## src/rtl/cg_tlb_setassociative.sv

```systemverilog
// Set-associative TLB: ASID-tagged entries, per-set round-robin replacement, full/ASID flush.
// Optional macro CG_TLB_GLOBAL_EN adds a per-entry global bit (ASID-agnostic, survives ASID flush).
module cg_tlb_setassociative #(
  parameter int unsigned VADDR_WIDTH = 39,
  parameter int unsigned PADDR_WIDTH = 56,
  parameter int unsigned ASID_WIDTH  = 16,
  parameter int unsigned PAGE_OFFSET = 12,
  parameter int unsigned SETS        = 4,
  parameter int unsigned WAYS        = 4
) (
  input  logic                   i_clk,
  input  logic                   i_rstn,
  input  logic                   i_vaddr_valid,
  input  logic [VADDR_WIDTH-1:0] i_vaddr,
  input  logic [ASID_WIDTH-1:0]  i_asid,
  output logic                   o_paddr_valid,
  output logic [PADDR_WIDTH-1:0] o_paddr,
  output logic                   o_busy,
  output logic                   o_tlb_miss,
  output logic [VADDR_WIDTH-1:0] o_tlb_miss_vaddr,
  output logic [ASID_WIDTH-1:0]  o_tlb_miss_asid,
  input  logic                   i_ptw_valid,
  input  logic [PADDR_WIDTH-1:0] i_ptw_paddr,
`ifdef CG_TLB_GLOBAL_EN
  input  logic                   i_ptw_global,
`endif
  input  logic                   i_flush,
  input  logic                   i_flush_asid_valid,
  input  logic [ASID_WIDTH-1:0]  i_flush_asid
);

  localparam int unsigned LogSets = (SETS > 1) ? $clog2(SETS) : 0;
  localparam int unsigned SetW    = (SETS > 1) ? $clog2(SETS) : 1;
  localparam int unsigned WayW    = (WAYS > 1) ? $clog2(WAYS) : 1;
  localparam int unsigned TagW    = VADDR_WIDTH - PAGE_OFFSET - LogSets;
  localparam int unsigned PpnW    = PADDR_WIDTH - PAGE_OFFSET;

  typedef enum logic [0:0] {StIdle, StMiss} state_e;

  state_e                 state_q, state_d;
  logic                   paddr_valid_q;
  logic [PADDR_WIDTH-1:0] paddr_q;
  logic [VADDR_WIDTH-1:0] miss_vaddr_q;
  logic [ASID_WIDTH-1:0]  miss_asid_q;

  logic [WAYS-1:0]        valid_q [SETS];
  logic [TagW-1:0]        tag_q   [SETS][WAYS];
  logic [ASID_WIDTH-1:0]  asid_q  [SETS][WAYS];
  logic [PpnW-1:0]        ppn_q   [SETS][WAYS];
  logic [WayW-1:0]        rr_q    [SETS];
`ifdef CG_TLB_GLOBAL_EN
  logic [WAYS-1:0]        global_q [SETS];
`endif

  logic [SetW-1:0] set_lu, miss_set;
  logic [TagW-1:0] tag_lu, miss_tag;
  logic            hit, asid_hit;
  logic [PpnW-1:0] hit_ppn;
  logic [WAYS-1:0] kill [SETS];
  logic [WAYS-1:0] post_valid;
  logic [WayW-1:0] victim, rr_inc;
  logic            found_free;
  logic            lookup_go, fill_we;
  logic            unused_ptw_offset;

  assign unused_ptw_offset = ^i_ptw_paddr[PAGE_OFFSET-1:0];

  assign set_lu   = SetW'(i_vaddr >> PAGE_OFFSET) & SetW'(SETS - 1);
  assign tag_lu   = TagW'(i_vaddr >> (PAGE_OFFSET + LogSets));
  assign miss_set = SetW'(miss_vaddr_q >> PAGE_OFFSET) & SetW'(SETS - 1);
  assign miss_tag = TagW'(miss_vaddr_q >> (PAGE_OFFSET + LogSets));

  assign lookup_go = (state_q == StIdle) && i_vaddr_valid && !i_flush;
  assign fill_we   = (state_q == StMiss) && i_ptw_valid && i_rstn;

  always_comb begin
    hit      = 1'b0;
    hit_ppn  = '0;
    asid_hit = 1'b0;
    for (int w = 0; w < WAYS; w++) begin
`ifdef CG_TLB_GLOBAL_EN
      asid_hit = global_q[set_lu][w] || (asid_q[set_lu][w] == i_asid);
`else
      asid_hit = (asid_q[set_lu][w] == i_asid);
`endif
      if (valid_q[set_lu][w] && (tag_q[set_lu][w] == tag_lu) && asid_hit) begin
        hit     = 1'b1;
        hit_ppn = ppn_q[set_lu][w];
      end
    end
  end

  always_comb begin
    for (int s = 0; s < SETS; s++) begin
      kill[s] = '0;
      for (int w = 0; w < WAYS; w++) begin
`ifdef CG_TLB_GLOBAL_EN
        kill[s][w] = i_flush && (!i_flush_asid_valid ||
                                 ((asid_q[s][w] == i_flush_asid) && !global_q[s][w]));
`else
        kill[s][w] = i_flush && (!i_flush_asid_valid || (asid_q[s][w] == i_flush_asid));
`endif
      end
    end
  end

  // Victim is picked against post-flush validity so a same-cycle flush frees ways first.
  always_comb begin
    post_valid = valid_q[miss_set] & ~kill[miss_set];
    victim     = rr_q[miss_set];
    found_free = ~&post_valid;
    for (int w = WAYS - 1; w >= 0; w--) begin
      if (!post_valid[w]) victim = WayW'(w);
    end
    rr_inc = (rr_q[miss_set] == WayW'(WAYS - 1)) ? '0 : rr_q[miss_set] + 1'b1;
  end

  always_comb begin
    state_d = state_q;
    unique case (state_q)
      StIdle: if (lookup_go && !hit) state_d = StMiss;
      StMiss: if (i_ptw_valid) state_d = StIdle;
      default: state_d = StIdle;
    endcase
  end

  always_ff @(posedge i_clk) begin
    if (!i_rstn) begin
      state_q       <= StIdle;
      paddr_valid_q <= 1'b0;
      paddr_q       <= '0;
      miss_vaddr_q  <= '0;
      miss_asid_q   <= '0;
      for (int s = 0; s < SETS; s++) begin
        valid_q[s] <= '0;
        rr_q[s]    <= '0;
      end
    end else begin
      state_q       <= state_d;
      paddr_valid_q <= 1'b0;
      if (lookup_go && hit) begin
        paddr_valid_q <= 1'b1;
        paddr_q       <= {hit_ppn, i_vaddr[PAGE_OFFSET-1:0]};
      end
      if (lookup_go && !hit) begin
        miss_vaddr_q <= i_vaddr;
        miss_asid_q  <= i_asid;
      end
      for (int s = 0; s < SETS; s++) begin
        valid_q[s] <= valid_q[s] & ~kill[s];
      end
      if (fill_we) begin
        valid_q[miss_set][victim] <= 1'b1;
        if (!found_free) rr_q[miss_set] <= rr_inc;
        paddr_valid_q <= 1'b1;
        paddr_q       <= {i_ptw_paddr[PADDR_WIDTH-1:PAGE_OFFSET], miss_vaddr_q[PAGE_OFFSET-1:0]};
      end
    end
  end

  always_ff @(posedge i_clk) begin
    if (fill_we) begin
      tag_q[miss_set][victim]  <= miss_tag;
      asid_q[miss_set][victim] <= miss_asid_q;
      ppn_q[miss_set][victim]  <= i_ptw_paddr[PADDR_WIDTH-1:PAGE_OFFSET];
`ifdef CG_TLB_GLOBAL_EN
      global_q[miss_set][victim] <= i_ptw_global;
`endif
    end
  end

  assign o_paddr_valid    = paddr_valid_q;
  assign o_paddr          = paddr_q;
  assign o_busy           = (state_q == StMiss);
  assign o_tlb_miss       = (state_q == StMiss);
  assign o_tlb_miss_vaddr = miss_vaddr_q;
  assign o_tlb_miss_asid  = miss_asid_q;

endmodule
```

## config.mk

```make
export PLATFORM = sky130hd
export DESIGN_NAME = cg_tlb_setassociative
export DESIGN_NICKNAME = d
export VERILOG_FILES = /design/src/rtl/cg_tlb_setassociative.sv
export SDC_FILE = /design/constraint.sdc
export NUM_CORES = 2
export LEC_CHECK = 0
export CORE_ASPECT_RATIO = 1.2
export CORE_MARGIN = 3
export CORE_UTILIZATION = 54
export CTS_BUF_LIST = sky130_fd_sc_hd__clkbuf_4 sky130_fd_sc_hd__clkbuf_8 sky130_fd_sc_hd__clkbuf_16
export DETAILED_ROUTE_END_ITERATION = 8
export MAX_ROUTING_LAYER = met4
export PLACE_DENSITY = 0.72
export SETUP_SLACK_MARGIN = 0.5
export SYNTH_ARGS = -nofsm -noshare
export SYNTH_HDL_FRONTEND = slang
export SYNTH_SLANG_ARGS = --single-unit
```

## constraint.sdc

```tcl
create_clock -name i_clk -period 10.1 [get_ports i_clk]
set_input_delay 2.02 -clock i_clk [delete_from_list [all_inputs] [get_ports i_clk]]
set_output_delay 2.02 -clock i_clk [all_outputs]
set_load 0.03 [all_outputs]
```

# [Word-level counts from Yosys, hierarchy flattened]
# Memory sizes are Yosys's and may differ from the RTL's. A register that Yosys moved wholly into a read port is not among the register bits.
# Cells that the tools add are included.
[word_totals] reg_bits=113 ramBits=1384 n_memories=5 word_cells=166 output_inout_bits=114
[classes] n_addsub=1 bitwise=17 n_eq_ne=25 order_cmp=5 mux=54 reduce_logical=54
[memory_table] name="ppn_q" depth=4 width=176 read_ports=1 rd_clocked_by_memory_dff=0 write_ports=1 line_no="49" source="logic [PpnW-1:0] ppn_q [SETS][WAYS];"
[memory_table] name="tag_q" depth=4 width=100 read_ports=1 rd_clocked_by_memory_dff=0 write_ports=1 line_no="47" source="logic [TagW-1:0] tag_q [SETS][WAYS];"
[memory_table] name="asid_q" depth=4 width=64 read_ports=5 rd_clocked_by_memory_dff=0 write_ports=1 line_no="48" source="logic [ASID_WIDTH-1:0] asid_q [SETS][WAYS];"
[memory_table] name="valid_q" depth=4 width=4 read_ports=6 rd_clocked_by_memory_dff=1 write_ports=5 line_no="46" source="logic [WAYS-1:0] valid_q [SETS];"
[memory_table] name="rr_q" depth=4 width=2 read_ports=1 rd_clocked_by_memory_dff=1 write_ports=4 line_no="50" source="logic [WayW-1:0] rr_q [SETS];"
[op_table] cell="$eq 16x16->1" n=20
[op_table] cell="$mux 44" n=5
[op_table] cell="$mux 176" n=1
[op_table] cell="$mux 56" n=2
[op_table] cell="$eq 25x25->1" n=4
[op_table] cell="$mux 100" n=1
[op_table] cell="$demux 44 s2" n=1
[op_table] cell="$mux 64" n=1
[op_table] cell="$demux 25 s2" n=1
[op_table] cell="$demux 16 s2" n=1
[op_table] cell="$logic_and 1x1->1" n=32
[op_table] cell="$mux 4" n=7
[op_table] cell="$mux 25" n=1
[op_table] cell="$mux 2" n=11
[op_table] cell="$and 4x4->4" n=5
[op_table] cell="$not 4->4" n=5
[op_table] cell="$mux 1" n=18
[op_table] cell="$logic_or 1x1->1" n=16
[op_table] cell="$mux 16" n=1
[op_table] cell="$bmux 4 s2" n=1
[op_table] cell="$ge 3x3->1 const B" n=2
[op_table] cell="$not 2->3" n=2
[op_table] cell="$or 1x1->1" n=4
[op_table] cell="$reduce_and 4->1" n=1
[op_table] cell="11 further kinds" n=13

# [Depth between registers and ports, before layout]
[logic_depth] ltp_word=18 ltp_mapped=17 ltp_nobuf=9

# [Worst setup path before layout]
# Ideal clock, no wire load.
[synth_path] path_type="in2reg" from="input i_flush_asid[0]" to="memory asid_q[0][32] in the netlist's numbering (enable)" cell_stages=11 arrival_time_ps=7814 t_required_ps=9571 n_path_buf=2 setup_slack_ps=1756 cell_sequence="clkbuf_1 > clkbuf_1 > xnor2_1 > nand4_1 > o41ai_1 > nand3_1 > nand4_1 > o21bai_1 > a21boi_0 > nand2_1 > nor2_1"
[synth_between] elab_chain_len=18 elab_cells_between_ends=64 cone_classes="2 x order compare; 16 x eq/ne; 10 x mux; 3 x bitwise; 33 x reduce/logical"
[synth_lines] item="from (decl)" line_no="29" source="input logic [ASID_WIDTH-1:0] i_flush_asid"
[synth_lines] item="$eq 16x16->1" line_no="101" source="kill[s][w] = i_flush && (!i_flush_asid_valid || (asid_q[s][w] == i_flush_asid));"
[synth_lines] item="$logic_or 1x1->1" line_no="101"
[synth_lines] item="$logic_and 1x1->1" line_no="101"
[synth_lines] item="$bmux 4 s2 (*)" line_no="109" source="post_valid = valid_q[miss_set] & ~kill[miss_set];"
[synth_lines] item="$mux 4 (implied by the code) (*) (2 in a row)" line_no="109"
[synth_lines] item="$not 4->4 (*)" line_no="109"
[synth_lines] item="$and 4x4->4 (*)" line_no="109"
[synth_lines] item="$mux 2 (3 in a row)" line_no="113" source="if (!post_valid[w]) victim = WayW'(w);"
[synth_lines] item="$mux 2 (*)" line_no="113"
[synth_lines] item="$not 2->3 (implied by the code) (*)" line_no="164" source="asid_q[miss_set][victim] <= miss_asid_q;"
[synth_lines] item="$ge 3x3->1 (implied by the code) or $lt 3x1->1 (tied branches)" line_no="164"
[synth_lines] item="$logic_and 1x1->1 (implied by the code)" line_no="164"
[synth_lines] item="$mux 16 (implied by the code)" line_no="164"
[synth_lines] item="$demux 16 s2 (*)" line_no="164"
[synth_lines] item="$mux 64 (implied by the code) (*)" line_no="164"
[synth_lines] item="to (decl)" line_no="48"
# Mark *: on every way between the ends. The rest lies on a longest branch, timed or not. The select of a mux whose other input is x is not followed.

# [Worst setup path after layout]
[layout_path] from="input i_vaddr[12]" to="register paddr_q[22] (netlist: o_paddr[22])"
[layout_between] elab_chain_len=10 elab_cells_between_ends=32 cone_classes="8 x eq/ne; 10 x mux; 10 x reduce/logical; 4 x memory"
[layout_lines] item="from (decl)" line_no="14" source="input logic [VADDR_WIDTH-1:0] i_vaddr,"
[layout_lines] item="$mem_v2 4x100"
[layout_lines] item="$eq 25x25->1" line_no="86" source="if (valid_q[set_lu][w] && (tag_q[set_lu][w] == tag_lu) && asid_hit) begin"
[layout_lines] item="$logic_and 1x1->1 (2 in a row)" line_no="86"
[layout_lines] item="$mux 44 or $mux 1 (tied branches) (4 in a row)" line_no="86"
[layout_lines] item="$mux 56 or $logic_and 1x1->1 (tied branches)" line_no="141" source="if (lookup_go && hit) begin"
[layout_lines] item="$mux 56 or $reduce_bool 2->1 (tied branches)"
[layout_lines] item="to (signal assigned)" line_no="143" source="paddr_q <= {hit_ppn, i_vaddr[PAGE_OFFSET-1:0]};"
[layout_lines] item="to (signal assigned)" line_no="156" source="paddr_q <= {i_ptw_paddr[PADDR_WIDTH-1:PAGE_OFFSET], miss_vaddr_q[PAGE_OFFSET-1:0]};"
[layout_lines] item="to (decl)" line_no="42" source="logic [PADDR_WIDTH-1:0] paddr_q;"
# Several ways; a longest one is shown, not always the timed one. The select of a mux whose other input is x is not followed.
# A chain may end at the register's enable or synchronous reset.

==> results.md <==
* Status: finished, final reports clean
* Number of flops mapped to enable cells by yosys at 1368
* Mapped Cells at 3546
* CP max FO at 66
* Reg power frac at 0.522
* Area Overhead vs Synth at 14.43%
* Vias/cell at around 6.5
* Final setup viols at 0
* Switching Share at 0.2172
* Ys flop type: edfxtp_1
* Hold crit path type: flop to flop
* Detail Route Antenna Nets at 0
* Syn_nets at 3680
* Peak VDD IR at just under 0.2 mV
* Logic pwr share at 0.057
* Worst EP arrival at just under 8000 ps
* Num CTS Buffers at around 150
* Multi-input gate area at approximately 17000 um^2
* Critical hold path startpoint: o_tlb_miss_asid[15]$_SDFFE_PN0P_
* Cell variety after synth at 70
* Grt ovf at 0
* P_int at around 10 mW
* Final Critical Period at 7148 ps
* I/O Buffers at around 230
* Async SR Flop Fraction at 0
* H-tree lvl count at 4
* First-pass GRT wire length at ~250000 um
* Via Count at around 35k
* Row Count at 135
* Number of global-route vias before repair at ~35k
* Detailed Route WL at about 170000 um
* Gates resized, CTS repair at 0
* Fin util at 0.6269
* Crit Reg-Reg Startpoint: asid_q[3][39]$_DFFE_PP_
* Least-Margin Pin Slew at roughly 1300 ps
* Final Skew at around 23 ps
* Clock Pin Slew Worst Setup and Hold Paths at ~60 ps
* Largest net degree at the start of global routing at 130
* IO Count at ~250
* Leak pwr at about 23 nW
* Register area at between 40000 and 50000 um^2
* Die Ht at ~380 um
* Layout cell share with drive strength beyond 1 at 0.1793
* CTS tree: done
* Die Width at approximately 320 um
* Setup TNS at 0 ps
* # DRC at 0
* FMAX at around 140 MHz
* Crit start category: input pin
* Max-slew violation count at 0
* Clock power share at 0.421
* Max-slew headroom at 0.1503
* Post-CTS Setup Repair Bufs at 0
* CP Class: input pin to flop
* Final hold violation count at 0
* DRT iter0 DRCs at roughly 4.2k
* Clk sink count at roughly 1.5k
* Synthesized area per cell at approximately 18 um^2
* Synthesized area at 62280 um^2
* Maximum capacitance violations at 0
* Final HPWL DP at a little over 100000 um
* WL/cell at about 32 um
* Most common cell after layout, fill and taps aside: edfxtp_1
* Gr usage total at 0.2973
* Worst EP required at approximately 11000 ps
* PwrDens at between 150 and 200 nW/um^2
* Initial DRT Pass Iterations at 5
* Initial antenna violation count at 9
* Root buffer cell: clkbuf_16
* CP startpoint: i_vaddr[12]
* Filler cells at ~8k
* Ys Warns at 0
* Switch Pwr at between 2 and 3 mW
* Seq cells post-synth at between 1k and 1.5k
* Die footprint at around 120000 um^2
* Post-synthesis sequential area ratio at 0.7017
* Final GP Congestion at slightly below 1
* Core area at 113700 um^2
* Unrepaired setup endpoints after global routing: false
* Insertion delay to the later sink of the worst-skew pair at ~780 ps
* Post-CTS Hold Buffers at 0
* Final worst-path cycle share at 0.7078
* Worst setup EP type: flop
* Nets at between 3k and 4k
* Max Root-Sink Buffers at 3
* Starting Density at 0.5478
* Most frequent cells in the layout: edfxtp_1 (1368), xnor2_1 (341), mux4_2 (302)
## metrics by stage
stage / cell area, um^2 / instances / power, mW / setup WS, ps / hold slack (ps)
final: 71260 / 5414 / 13.10 / 2952 / 477.9
after global routing: 71260 / 5412 / 13.44 / 2678 / 481.7
after CTS: 71240 / 5405 / 13.15 / 3032 / 466.0
after detailed placement: 66350 / 5137 / 7.705 / 2268 / 456.0
after global placement: 66350 / 5137 / 7.695 / 2355 / 432.0
after floorplan: 62280 / 3546 / 7.398 / 1756 / 453.2
## power by group through the flow
stage | sequential [mW] | clock, mW | combinational (mW)
CTS | 6.84 | 5.58 | 0.742
detailed placement | 6.97 | 0 | 0.737
global route | 6.84 | 5.82 | 0.782
finish | 6.83 | 5.52 | 0.746
global placement | 6.96 | 0 | 0.732
floorplan | 6.97 | 0 | 0.429
## cell usage after synthesis (18+ instances only)
cell      count  area [um^2]
o22ai_1      66        412.9
edfxtp_1   1368        41080
o221ai_1     62        543.0
dfxtp_1     131         2623
nor2_1       54        202.7
mux4_2      302         6802
xor2_1       36        315.3
nand4_1      85        531.8
and3_1       46        287.8
inv_1        64        240.2
nor2b_1      63        394.1
buf_4        18        135.1
o21ai_0      73        365.4
buf_2        37        185.2
clkbuf_1    157        589.3
nand3_1      73        365.4
buf_1        18        67.56
nand2_1      78        292.8
mux2i_1     171         1712
nor4_1       20        125.1
xnor2_1     341         2987
a21oi_1     117        585.6
## logic make-up (layout without fill, tap and decap cells)
logic type               count (synthesis)  count (layout)  share of synthesized area
AO/OA/AOI/OAI                          411             411                    0.04344
buffers and inverters                  311             663                    0.02238
other                                    0               9                          0
multiplexers                           486             486                     0.1390
AND/OR/NAND/NOR                        461             461                    0.04018
adder cells (fa/ha/maj)                  1               1                  0.0002009
XOR/XNOR                               377             377                    0.05302
flip-flops                            1499            1499                     0.7017
## critical path, stage by stage
cell	delay [ps]
buf_8	580
buf_4	720
mux4_2	600
xnor2_1	210
nand4_1	180
nor4_1	1050
and4_2	420
buf_4	650
a21oi_1	230
nand4_1	160
buf_4	580
o21ai_0	170
a21oi_1	170
## flip-flops by register name, indices dropped and copies added, names as in the netlist, named ones only
| register | flops |
|---|---|
| asid_q | 256 |
| o_busy | 1 |
| o_paddr | 56 |
| o_paddr_valid | 1 |
| o_tlb_miss_asid | 16 |
| o_tlb_miss_vaddr | 39 |
| ppn_q | 704 |
| rr_q | 8 |
| tag_q | 400 |
| valid_q | 16 |
## final timing paths
check	end	slack, ps	cells past startpoint
max	o_paddr[22]$_SDFFE_PN0P_	2950	13
min	asid_q[2][63]$_DFFE_PP_	480	0
max reg2reg	o_paddr[22]$_SDFFE_PN0P_	4970	11
min reg2reg	asid_q[2][63]$_DFFE_PP_	480	0
## layout make-up
type                            instances  share of cell area
Antenna cell                            9           0.0003160
Clock buffer                          207             0.05899
Clock inverter                         61            0.009621
Inverter                               66            0.003476
Multi-Input combinational cell       1736              0.2435
Sequential cell                      1499              0.6132
Tap cell                             1507             0.02646
Timing Repair Buffer                  329             0.04444
## layer usage
layer / vias up / wire length, um / global-route usage
li1: 14614 / - / -
met1: 18263 / 62520 / 0.3758
met2: 1921 / 83570 / 0.4660
met3: 374 / 15730 / 0.05999
met4: 0 / 8821 / 0.1405
met5: - / 0 / -
Note: power is estimated with default switching activity, not from simulation.
